**src/rtl/key_capture_bank.sv**
```systemverilog
// Debounced push-button operand capture bank: parallel or channel-by-channel load.
// Optional long-press clear is built when KEY_CAPTURE_LONGPRESS_EN is defined.
module key_capture_bank #(
    parameter int CH              = 4,
    parameter int W               = 4,
    parameter int DEBOUNCE_CYCLES = 16,
    parameter int LONG_CYCLES     = 64,
    parameter int PTR_W           = $clog2(CH)
) (
    input  logic              clk,
    input  logic              rst,
    input  logic              button,
    input  logic              mode,
    input  logic [CH*W-1:0]   din,
    output logic [CH*W-1:0]   dout,
    output logic [PTR_W-1:0]  ptr,
    output logic              full,
    output logic              press,
    output logic              long_press
);

    localparam int               DB_W     = $clog2(DEBOUNCE_CYCLES + 1);
    localparam logic [DB_W-1:0]  DB_LAST  = DB_W'(DEBOUNCE_CYCLES - 1);
    localparam logic [PTR_W-1:0] PTR_LAST = PTR_W'(CH - 1);

    logic [1:0]      sync_r;
    logic            btn_s;
    logic            stable_r;
    logic [DB_W-1:0] db_cnt_r;
    logic            differ_s;
    logic            accept_s;
    logic            rise_s;
    logic            clear_s;

    assign btn_s = sync_r[1];

    // Two-flop synchroniser for the raw button
    always_ff @(posedge clk or posedge rst) begin
        if (rst) begin
            sync_r <= 2'b00;
        end else begin
            sync_r <= {sync_r[0], button};
        end
    end

    // Debounce qualification and rising-edge detection of the accepted level
    always_comb begin
        differ_s = btn_s ^ stable_r;
        accept_s = 1'b0;
        rise_s   = 1'b0;
        if (differ_s && (db_cnt_r == DB_LAST)) begin
            accept_s = 1'b1;
            rise_s   = btn_s;
        end else begin
            accept_s = 1'b0;
            rise_s   = 1'b0;
        end
    end

    // Stable level and run-length counter; any agreeing sample restarts the count
    always_ff @(posedge clk or posedge rst) begin
        if (rst) begin
            stable_r <= 1'b0;
            db_cnt_r <= {DB_W{1'b0}};
        end else if (!differ_s) begin
            db_cnt_r <= {DB_W{1'b0}};
        end else if (accept_s) begin
            stable_r <= ~stable_r;
            db_cnt_r <= {DB_W{1'b0}};
        end else begin
            db_cnt_r <= db_cnt_r + DB_W'(1);
        end
    end

    // Registered one-cycle press pulse, aligned with the capture edge
    always_ff @(posedge clk or posedge rst) begin
        if (rst) begin
            press <= 1'b0;
        end else begin
            press <= rise_s;
        end
    end

`ifdef KEY_CAPTURE_LONGPRESS_EN
    localparam int HC_W = $clog2(LONG_CYCLES + 1);

    logic [HC_W-1:0] hold_cnt_r;

    // Saturating at LONG_CYCLES is what limits the clear to once per hold
    always_comb begin
        if (stable_r && (hold_cnt_r == HC_W'(LONG_CYCLES - 1))) begin
            clear_s = 1'b1;
        end else begin
            clear_s = 1'b0;
        end
    end

    // Hold-length counter, active only while the accepted level is high
    always_ff @(posedge clk or posedge rst) begin
        if (rst) begin
            hold_cnt_r <= {HC_W{1'b0}};
        end else if (!stable_r) begin
            hold_cnt_r <= {HC_W{1'b0}};
        end else if (hold_cnt_r != HC_W'(LONG_CYCLES)) begin
            hold_cnt_r <= hold_cnt_r + HC_W'(1);
        end else begin
            hold_cnt_r <= hold_cnt_r;
        end
    end

    // Registered long-press pulse
    always_ff @(posedge clk or posedge rst) begin
        if (rst) begin
            long_press <= 1'b0;
        end else begin
            long_press <= clear_s;
        end
    end
`else
    assign clear_s    = 1'b0;
    assign long_press = 1'b0;
`endif

    // Operand capture: clear wins; rise_s and clear_s are mutually exclusive anyway
    always_ff @(posedge clk or posedge rst) begin
        if (rst) begin
            dout <= {(CH*W){1'b0}};
            ptr  <= {PTR_W{1'b0}};
            full <= 1'b0;
        end else if (clear_s) begin
            dout <= {(CH*W){1'b0}};
            ptr  <= {PTR_W{1'b0}};
            full <= 1'b0;
        end else if (rise_s) begin
            if (!mode) begin
                dout <= din;
                ptr  <= {PTR_W{1'b0}};
                full <= 1'b1;
            end else begin
                for (int i = 0; i < CH; i++) begin
                    if (ptr == PTR_W'(i)) begin
                        dout[i*W +: W] <= din[i*W +: W];
                    end
                end
                if (ptr == PTR_LAST) begin
                    ptr  <= {PTR_W{1'b0}};
                    full <= 1'b1;
                end else begin
                    ptr  <= ptr + PTR_W'(1);
                end
            end
        end
    end

endmodule

```
**config.mk**
```make
export PLATFORM = sky130hd
export DESIGN_NAME = key_capture_bank
export DESIGN_NICKNAME = d
export VERILOG_FILES = /design/src/rtl/key_capture_bank.sv
export SDC_FILE = /design/constraint.sdc
export NUM_CORES = 1
export LEC_CHECK = 0
export ABC_AREA = 1
export CORE_MARGIN = 2
export CORE_UTILIZATION = 48
export CTS_CLUSTER_DIAMETER = 150
export CTS_CLUSTER_SIZE = 24
export DETAILED_ROUTE_END_ITERATION = 6
export PLACE_DENSITY = 0.84
export REMOVE_ABC_BUFFERS = 1
export SLEW_MARGIN = 20
export SYNTH_ARGS = -nofsm -noshare
export SYNTH_HDL_FRONTEND = slang
export SYNTH_SLANG_ARGS = --single-unit
```
**constraint.sdc**
```tcl
create_clock -name clk -period 1.93 [get_ports clk]
set_input_delay 0.4825 -clock clk [delete_from_list [all_inputs] [get_ports clk]]
set_output_delay 0.4825 -clock clk [all_outputs]
set_load 0.03 [all_outputs]
```
Word-level counts from Yosys, hierarchy flattened
Cells that the tools add are included.
Widths: inputs -> output; s select.
{"block": "totals", "ff_bits": 28, "latchBits": 0, "ramBits": 0, "mem_bits_ro": 0, "input_bits": 20, "output_inout_bits": 21, "word_cells": 42, "mem_count": 0}
{"block": "classes", "addsub": 2, "multipliers": 0, "div_mod_pow": 0, "order_cmp": 0, "eq_ne": 8, "shifts": 0, "muxes": 13, "bitwise_logic": 2, "reduce_logical": 7}
{"operator": "$mux 16", "n": 1}
{"operator": "$mux 4", "n": 4}
{"operator": "$mux 5", "n": 2}
{"operator": "$reduce_and 2->1", "n": 5}
{"operator": "$ne 2x1->1 const B", "n": 4}
{"operator": "$add 5x1->5 const B", "n": 1}
{"operator": "$eq 5x4->1 const B", "n": 1}
{"operator": "$eq 2x2->1 const B", "n": 2}
{"operator": "$mux 1", "n": 4}
{"operator": "$mux 2", "n": 2}
{"operator": "$add 2x1->2 const B", "n": 1}
{"operator": "$eq 2x1->1 const B", "n": 1}
{"operator": "$logic_not 2->1", "n": 1}
{"operator": "$logic_and 1x1->1", "n": 1}
{"operator": "$not 1->1", "n": 1}
{"operator": "$xor 1x1->1", "n": 1}

Depth between registers and ports, before layout
Gate-level depths: netlist of run 1.
{"block": "depth", "depth_word": 5, "mapped_depth": 7, "ltp_nobuf": 7}

Least setup slack after synthesis of run 1
No wires, ideal clock.
{"block": "synth_timing", "path_type": "register -> register", "startpoint": "reg ptr[0]", "endpoint": "reg dout[12]", "setup_time_ns": 0.118, "arrival_time_ns": 1.203, "required_time_ns": 1.812, "setup_slack_ns": 0.609, "stages_incl_launch_ff": 7, "n_path_buf": 0, "period_less_slack_ns": 1.321, "cell_sequence": "dfrtp_1 ha_1 inv_1 nand2_1 nand4_2 nand2_1 nand2_1"}
{"block": "synth_between", "elab_chain_len": 3}
{"item": "start, declared", "line": "16", "source": "output logic [PTR_W-1:0] ptr,"}
{"item": "start signal, assigned", "line": "128", "source": "ptr <= {PTR_W{1'b0}};"}
{"item": "start signal, assigned", "line": "132", "source": "ptr <= {PTR_W{1'b0}};"}
{"item": "start signal, assigned", "line": "137", "source": "ptr <= {PTR_W{1'b0}};"}
{"item": "$eq 2x2->1", "line": "141", "source": "if (ptr == PTR_W'(i)) begin"}
{"item": "$ne 2x1->1 (no line)"}
{"item": "$reduce_and 2->1 (no line)"}
{"item": "end signal, assigned", "line": "131", "source": "dout <= {(CH*W){1'b0}};"}
{"item": "end signal, assigned", "line": "136", "source": "dout <= din;"}
{"item": "end signal, assigned by index", "line": "142", "source": "dout[i*W +: W] <= din[i*W +: W];"}
{"item": "end, declared", "line": "15", "source": "output logic [CH*W-1:0] dout,"}
Every way passes these cells.
A chain may end at the register's enable or synchronous reset.

Worst setup path in the final report of run 1
{"block": "layout_timing", "startpoint": "reg dout[8]", "endpoint": "out dout[8]"}
{"item": "start signal, assigned", "line": "127", "source": "dout <= {(CH*W){1'b0}};"}
{"item": "start signal, assigned", "line": "131"}
{"item": "start signal, assigned", "line": "136"}
No word-level cell between the ends.

==> impl_table.tex, run 1 <==
\begin{tabular}{lr}
\hline
Metric & Value \\
\hline
\multicolumn{2}{l}{\textbf{Drt}} \\
Via count normalized by instance count & between 5 and 6 \\
Average detailed-routed wire length per instance & 13.6 µm \\
First-iteration detailed-routing DRC count & 25 \\
Wirelength, routed & 2780 µm \\
Total iterations of the first detailed-routing run & 4 \\
Post-route antenna net violation count & 0 \\
Via total after detailed routing & around 1.1k \\
Total DRC errors in the routed layout & 0 \\
\multicolumn{2}{l}{\textbf{Clock tree}} \\
CTS Hold Buffers Added & 0 \\
Post-CTS setup-driven buffer insertion count & 0 \\
Clock sink count & 28 \\
Later-pin clock latency in the skew report & 320 ps \\
Clock buffer count from CTS & 3 \\
H-tree Lvls & 1 \\
Buffer type at the clock tree root & clkbuf\_4 \\
Clock Pin Slew Worst Setup and Hold Paths & 150 ps \\
CTS tree & built \\
Number of buffers on the longest clock path & 2 \\
\multicolumn{2}{l}{\textbf{Logic synthesis}} \\
Synth warnings & 0 \\
Synthesized instance count & roughly 130 \\
Synth Area per Inst & about 9.5 µm² \\
Seq cells post-synth & 28 \\
Cell area after synthesis & $\sim$1300 µm² \\
Post-synthesis sequential area ratio & 55.0\% \\
Number of library cell types mapped by synthesis & 20 \\
\multicolumn{2}{l}{\textbf{Timing}} \\
Clk\_skew & 7.83 ps \\
RSZ-0062 raised after global routing & false \\
Period minus WS final & around 1900 ps \\
Final worst path period share & 97.3\% \\
Fmax & 532 MHz \\
Final Max Slew Viols & 0 \\
Final hold slack & 364 ps \\
Worst Tran Pin Value & 526 ps \\
Post-Route Setup TNS & 0 ps \\
Final Hold Viols & 0 \\
Final Setup Violations & 0 \\
Normalized max-slew margin & approximately two thirds \\
\multicolumn{2}{l}{\textbf{Worst setup path}} \\
Crit-path leading delay family & buffers and inverters \\
Element type at the critical path end & primary output \\
Register-to-register setup slack & 430 ps \\
Kind of critical path & reg -> out \\
R2R depth & 4 \\
Critical path depth & 1 \\
Largest stage delay on the critical path & 680 ps \\
Endpoint of the lowest-slack register-to-register path & dout[10] \\
Crit path buf inv count & 1 \\
Cell with the largest stage delay on the worst path & clkdlybuf4s50\_1 \\
Startpoint of the worst-slack reg-to-reg timing path & stable\_r \\
Worst path required time & 1450 ps \\
Crit start category & flop \\
CP startpoint & dout[8] \\
Endpoint arrival time on the critical path & 1400 ps \\
Worst-path cell chain & clkdlybuf4s50\_1 \\
Maximum fanout along the worst path & 2 \\
Last element of the critical path & dout[8] \\
\multicolumn{2}{l}{\textbf{Layout}} \\
Final \#Nets & 200 \\
Final antenna diode count & 0 \\
Post-layout utilization of the core & 68.7\% \\
Most common cell after layout, fill and taps aside & nand2\_1 \\
Area of all placed cells without fillers & 1720 µm² \\
Fraction of layout cells with a size suffix above 1 & 6.32\% \\
Filler cell count & 212 \\
Commonest cells after routing, fill and taps aside & 45 x nand2\_1, 35 x clkdlybuf4s50\_1, 28 x dfrtp\_1, 19 x nand4\_1, 13 x inv\_1 \\
Area Growth Syn to Fin & 34.8\% \\
\multicolumn{2}{l}{\textbf{Floorplanning}} \\
Top Ports & approximately 40 \\
Die Y & roughly 56 µm \\
Die extent in x & 55.5 µm \\
Placeable core area & 2500 µm² \\
Count of standard-cell rows & 18 \\
Die Area & slightly above 3000 µm² \\
Starting utilization of the core area & about half \\
\multicolumn{2}{l}{\textbf{Pwr}} \\
Total power divided by cell area & $\sim$560 nW/µm² \\
Total Power & 0.964 mW \\
Leakage & roughly 0.9 nW \\
Peak supply drop & 0.000492 V \\
\multicolumn{2}{l}{\textbf{Global routing}} \\
Total global routing track utilization & 19.2\% \\
Initial antenna violation count & 0 \\
Global-route wire length before repair & 4760 µm \\
Largest net degree at the start of global routing & 29 \\
Sum of overflow across all layers after global routing & 0 \\
Vias in the first global route & 1049 \\
\multicolumn{2}{l}{\textbf{Place}} \\
Half-perimeter wire length of the detailed placement result & 2150 µm \\
Area post-placement & 1680 µm² \\
Port Buffer Count & 39 \\
Placer congestion estimate & 0.730 \\
\multicolumn{2}{l}{\textbf{Status}} \\
Run status & completed \\
\multicolumn{2}{l}{\textbf{Run}} \\
Count of max-cap constraint violations & 0 \\
\multicolumn{2}{l}{\textbf{Hold path}} \\
Worst hold path type & reg -> reg \\
\hline
\end{tabular}
logic make-up (layout without fill, tap and decap cells):
group	count (synthesis)	after routing	synth area share (%)
AOI/OAI and AO/OA	1	1	0.393
xor gates and xnor gates	2	2	1.38
adders and majority gates	5	5	4.91
buffers and inverters	17	57	6.29
DFF	28	28	55.0
other	1	1	0.294
and+or+nand+nor	80	80	31.7
per-stage QoR:
stage                     instances  setup WS [ps]
after floorplan                 130            601
after detailed placement        200            223
after global routing            204           2.72
final                           204           52.0
after global placement          200            271
after CTS                       204           41.2
state kept, by name (all words and copies together) (netlist names):
| signal | count |
|---|---|
| db_cnt_r | 5 |
| dout | 16 |
| full | 1 |
| press | 1 |
| ptr | 2 |
| stable_r | 1 |
| sync_r | 2 |
synth_stat cells, drive strengths merged:
| library cell | instances | area, µm² |
|---|---|---|
| xnor2 | 1 | 8.76 |
| inv | 13 | 48.8 |
| xor2 | 1 | 8.76 |
| nand2 | 45 | 169 |
| buf | 4 | 31.3 |
| nor3 | 1 | 5.00 |
| nor3b | 1 | 7.51 |
| ha | 5 | 62.6 |
| nor2 | 8 | 52.6 |
| nand4 | 21 | 144 |
| o21ai | 1 | 5.00 |
| nand2b | 1 | 6.26 |
| dfrtp | 28 | 701 |
| conb | 1 | 3.75 |
| nand3 | 3 | 20.0 |
routing by layer:
| metal | routed length, µm | share of wire [%] | track usage, % |
|---|---|---|---|
| met5 | 0 | 0 | 0 |
| met4 | 12 | 0.43 | 4.18 |
| met3 | 147 | 5.3 | 3.98 |
| met2 | 1460 | 53 | 33.0 |
| met1 | 1160 | 42 | 25.1 |
final cells by class:
cell class / count / area (µm²) / share of cell area, %
multi-input combinational: 89 / 493 / 28.7
tap: 30 / 37.5 / 2.19
sequential: 28 / 701 / 40.8
inverter: 13 / 48.8 / 2.84
timing repair buffer: 40 / 400 / 23.3
clock buffer: 4 / 36.3 / 2.11
repair_timing:
action,4_1_cts,5_1_grt
resized for setup,2,2
endpoints found under the setup margin,2,2
gates cloned,0,0
how the worst min path moves through the flow:
stage / start / endpoint / slack (ps) / cells after the start
after floorplan: sync_r[0] / sync_r[1] / 330 / 0
after global placement: sync_r[0] / sync_r[1] / 340 / 0
after detailed placement: sync_r[0] / sync_r[1] / 340 / 0
after CTS: sync_r[0] / sync_r[1] / 370 / 0
after global routing: sync_r[0] / sync_r[1] / 370 / 0
final: sync_r[0] / sync_r[1] / 360 / 0
report_power, final:
group	internal, mW	switching [mW]	total [mW]
Clock	0.115	0.166	0.281
Combinational	0.0425	0.0415	0.0840
Sequential	0.594	0.00536	0.599
Power figures use the tool's default switching activity.
==> run 2: changes to the inputs <==
GPL_ROUTABILITY_DRIVEN = 0   (was default)
==> results of run 2 <==
Same layout as run 1: the final DEF is identical, and so are final timing and power.
==> run 3: changes to the inputs <==
CORE_ASPECT_RATIO = 1.1   (was default)
==> impl_table.tex, run 3 (synthesized netlist as in run 1, its figures left out) <==
\begin{tabular}{lr}
\hline
Metric & Value \\
\hline
\multicolumn{2}{l}{\textbf{Worst setup path}} \\
Startpoint of the worst-slack reg-to-reg timing path & stable\_r (unchanged) \\
Cell with the largest stage delay on the worst path & clkdlybuf4s50\_1 (unchanged) \\
Worst-path cell chain & clkdlybuf4s50\_1 (unchanged) \\
Endpoint arrival time on the critical path & 1390 ps (was 1400 ps) \\
Worst path required time & 1450 ps (about the same) \\
Element type at the critical path end & primary output (unchanged) \\
Crit-path leading delay family & buffers and inverters (unchanged) \\
Crit path buf inv count & 1 (unchanged) \\
Endpoint of the lowest-slack register-to-register path & dout[2] (was dout[10]) \\
Register-to-register setup slack & 440 ps (was 430 ps) \\
R2R depth & 4 (unchanged) \\
Crit start category & flop (unchanged) \\
Largest stage delay on the critical path & 680 ps (about the same) \\
Kind of critical path & reg -> out (unchanged) \\
Critical path depth & 1 (unchanged) \\
Maximum fanout along the worst path & 2 (unchanged) \\
\multicolumn{2}{l}{\textbf{Floorplanning}} \\
Die extent in x & 53.1 µm (was 55.5 µm) \\
Die Area & 3080 µm² (about the same) \\
Count of standard-cell rows & 19 (was 18) \\
Die Y & 58.0 µm (was 55.5 µm) \\
Starting utilization of the core area & 50.5\% (was 51.0\%) \\
Top Ports & 41 (unchanged) \\
Placeable core area & 2520 µm² (was 2500 µm²) \\
\multicolumn{2}{l}{\textbf{Drt}} \\
Post-route antenna net violation count & 0 (unchanged) \\
Via count normalized by instance count & 5.24 (was 5.17) \\
Via total after detailed routing & 1074 (was 1055) \\
Average detailed-routed wire length per instance & 13.0 µm (was 13.6 µm) \\
Wirelength, routed & 2660 µm (was 2780 µm) \\
Total DRC errors in the routed layout & 0 (unchanged) \\
First-iteration detailed-routing DRC count & 17 (was 25) \\
Total iterations of the first detailed-routing run & 4 (unchanged) \\
\multicolumn{2}{l}{\textbf{Timing}} \\
Final worst path period share & 97.2\% (was 97.3\%) \\
Final Setup Violations & 0 (unchanged) \\
Worst Tran Pin Value & 514 ps (was 526 ps) \\
RSZ-0062 raised after global routing & false (unchanged) \\
Period minus WS final & 1880 ps (about the same) \\
Fmax & 533 MHz (was 532 MHz) \\
Post-Route Setup TNS & 0 ps (unchanged) \\
Clk\_skew & 9.67 ps (was 7.83 ps) \\
Final hold slack & 365 ps (was 364 ps) \\
Final Hold Viols & 0 (unchanged) \\
Normalized max-slew margin & 65.6\% (was 64.8\%) \\
Final Max Slew Viols & 0 (unchanged) \\
\multicolumn{2}{l}{\textbf{Global routing}} \\
Total global routing track utilization & 19.6\% (was 19.2\%) \\
Vias in the first global route & 999 (was 1049) \\
Sum of overflow across all layers after global routing & 0 (unchanged) \\
Initial antenna violation count & 0 (unchanged) \\
Largest net degree at the start of global routing & 29 (unchanged) \\
Global-route wire length before repair & 4440 µm (was 4760 µm) \\
\multicolumn{2}{l}{\textbf{Clock tree}} \\
Buffer type at the clock tree root & clkbuf\_4 (unchanged) \\
Clock Pin Slew Worst Setup and Hold Paths & 150 ps (about the same) \\
CTS tree & built (unchanged) \\
Number of buffers on the longest clock path & 2 (unchanged) \\
H-tree Lvls & 1 (unchanged) \\
Clock sink count & 28 (unchanged) \\
Later-pin clock latency in the skew report & 330 ps (was 320 ps) \\
Clock buffer count from CTS & 3 (unchanged) \\
\multicolumn{2}{l}{\textbf{Hold path}} \\
Worst hold path type & reg -> reg (unchanged) \\
Hold Path Cell Cnt & 0 (unchanged) \\
Launch point of the worst hold path & sync\_r[0] (unchanged) \\
Worst Hold End & sync\_r[1] (unchanged) \\
\multicolumn{2}{l}{\textbf{Layout}} \\
Commonest cells after routing, fill and taps aside & 45 x nand2\_1, 32 x clkdlybuf4s50\_1, 28 x dfrtp\_1, 19 x nand4\_1, 13 x inv\_1 (was 45 x nand2\_1, 35 x clkdlybuf4s50\_1, 28 x dfrtp\_1, 19 x nand4\_1, 13 x inv\_1) \\
Largest reg by FF count & dout (unchanged) \\
Final antenna diode count & 0 (unchanged) \\
Fraction of layout cells with a size suffix above 1 & 6.32\% (unchanged) \\
Max reg flops & 16 (unchanged) \\
Most common cell after layout, fill and taps aside & nand2\_1 (unchanged) \\
Final \#Nets & 200 (unchanged) \\
Biggest regs & dout (16), db\_cnt\_r (5) (unchanged) \\
Area Growth Syn to Fin & 36.7\% (was 34.8\%) \\
\multicolumn{2}{l}{\textbf{Place}} \\
Port Buffer Count & 39 (unchanged) \\
Half-perimeter wire length of the detailed placement result & 1960 µm (was 2150 µm) \\
\multicolumn{2}{l}{\textbf{Pwr}} \\
Peak supply drop & 0.000477 V (was 0.000492 V) \\
Leakage & 0.940 nW (was 0.877 nW) \\
Total power divided by cell area & 610 nW/µm² (was 562 nW/µm²) \\
\multicolumn{2}{l}{\textbf{Status}} \\
Run status & completed (unchanged) \\
\multicolumn{2}{l}{\textbf{Run}} \\
Count of max-cap constraint violations & 0 (unchanged) \\
\hline
\end{tabular}
-- run 3: cell types whose count changed in the layout (fill, tap and decap cells not counted), sizes merged --
| cell | delta |
|---|---|
| bufinv | +1 |
| clkbuf | -1 |
| dlymetal6s2s | +3 |
| clkdlybuf4s50 | -3 |
-- run 3: routing by layer --
metal | part of all wire, % | global-route usage, % | up-vias
li1 | - | - | 520
met4 | 1.2 | 7.69 | 0
met2 | 52 | 32.0 | 30
met1 | 42 | 26.3 | 520
met5 | 0 | 0 | -
met3 | 4.3 | 2.84 | 4
-- run 3: final cells by class --
| class | instances | area, µm² |
|---|---|---|
| fillers | 200 | 778 |
| flip-flops and latches | 28 | 701 |
| well taps | 31 | 38.8 |
| clock inverters | 1 | 30.0 |
| repair buffers | 40 | 408 |
| multi-input cells | 89 | 493 |
| clock buffers | 3 | 22.5 |
| inverters | 13 | 48.8 |
-- run 3: worst max-delay path by stage --
| stage | from | to | slack [ps] |
|---|---|---|---|
| after floorplan | ptr[0] | dout[12] | 600 |
| after global placement | mode | dout[3] | 300 |
| after detailed placement | mode | dout[2] | 230 |
| after CTS | dout[15] | dout[15] | 30 |
| after global routing | dout[1] | dout[1] | 5 |
| final | dout[7] | dout[7] | 50 |
-- run 3: through the flow --
step | utilization, % | setup WS [ps] | cell area [µm²] | power, mW | std cells
after global placement | 66.6 | 296 | 1680 | 0.691 | 201
final | 69.1 | 54.6 | 1740 | 1.06 | 205
after global routing | 69.1 | 5.23 | 1740 | 1.11 | 205
after detailed placement | 66.6 | 231 | 1680 | 0.693 | 201
after CTS | 68.6 | 25.8 | 1730 | 1.07 | 205
after floorplan | - | 601 | 1240 | 0.642 | 130
-- run 3: what timing repair did --
item	CTS	global route
pin swaps	0	0
resized for setup	2	5
endpoints found under the hold margin	0	0
hold buffers	0	0
setup endpoints to repair	2	5
setup buffers	0	0
-- run 3: power breakdown --
| group | internal, mW | leakage, nW | switching, mW | total (mW) |
|---|---|---|---|---|
| combinational | 0.0426 | 0.544 | 0.0408 | 0.0833 |
| clock | 0.210 | 0.0279 | 0.170 | 0.380 |
| sequential | 0.594 | 0.368 | 0.00486 | 0.599 |
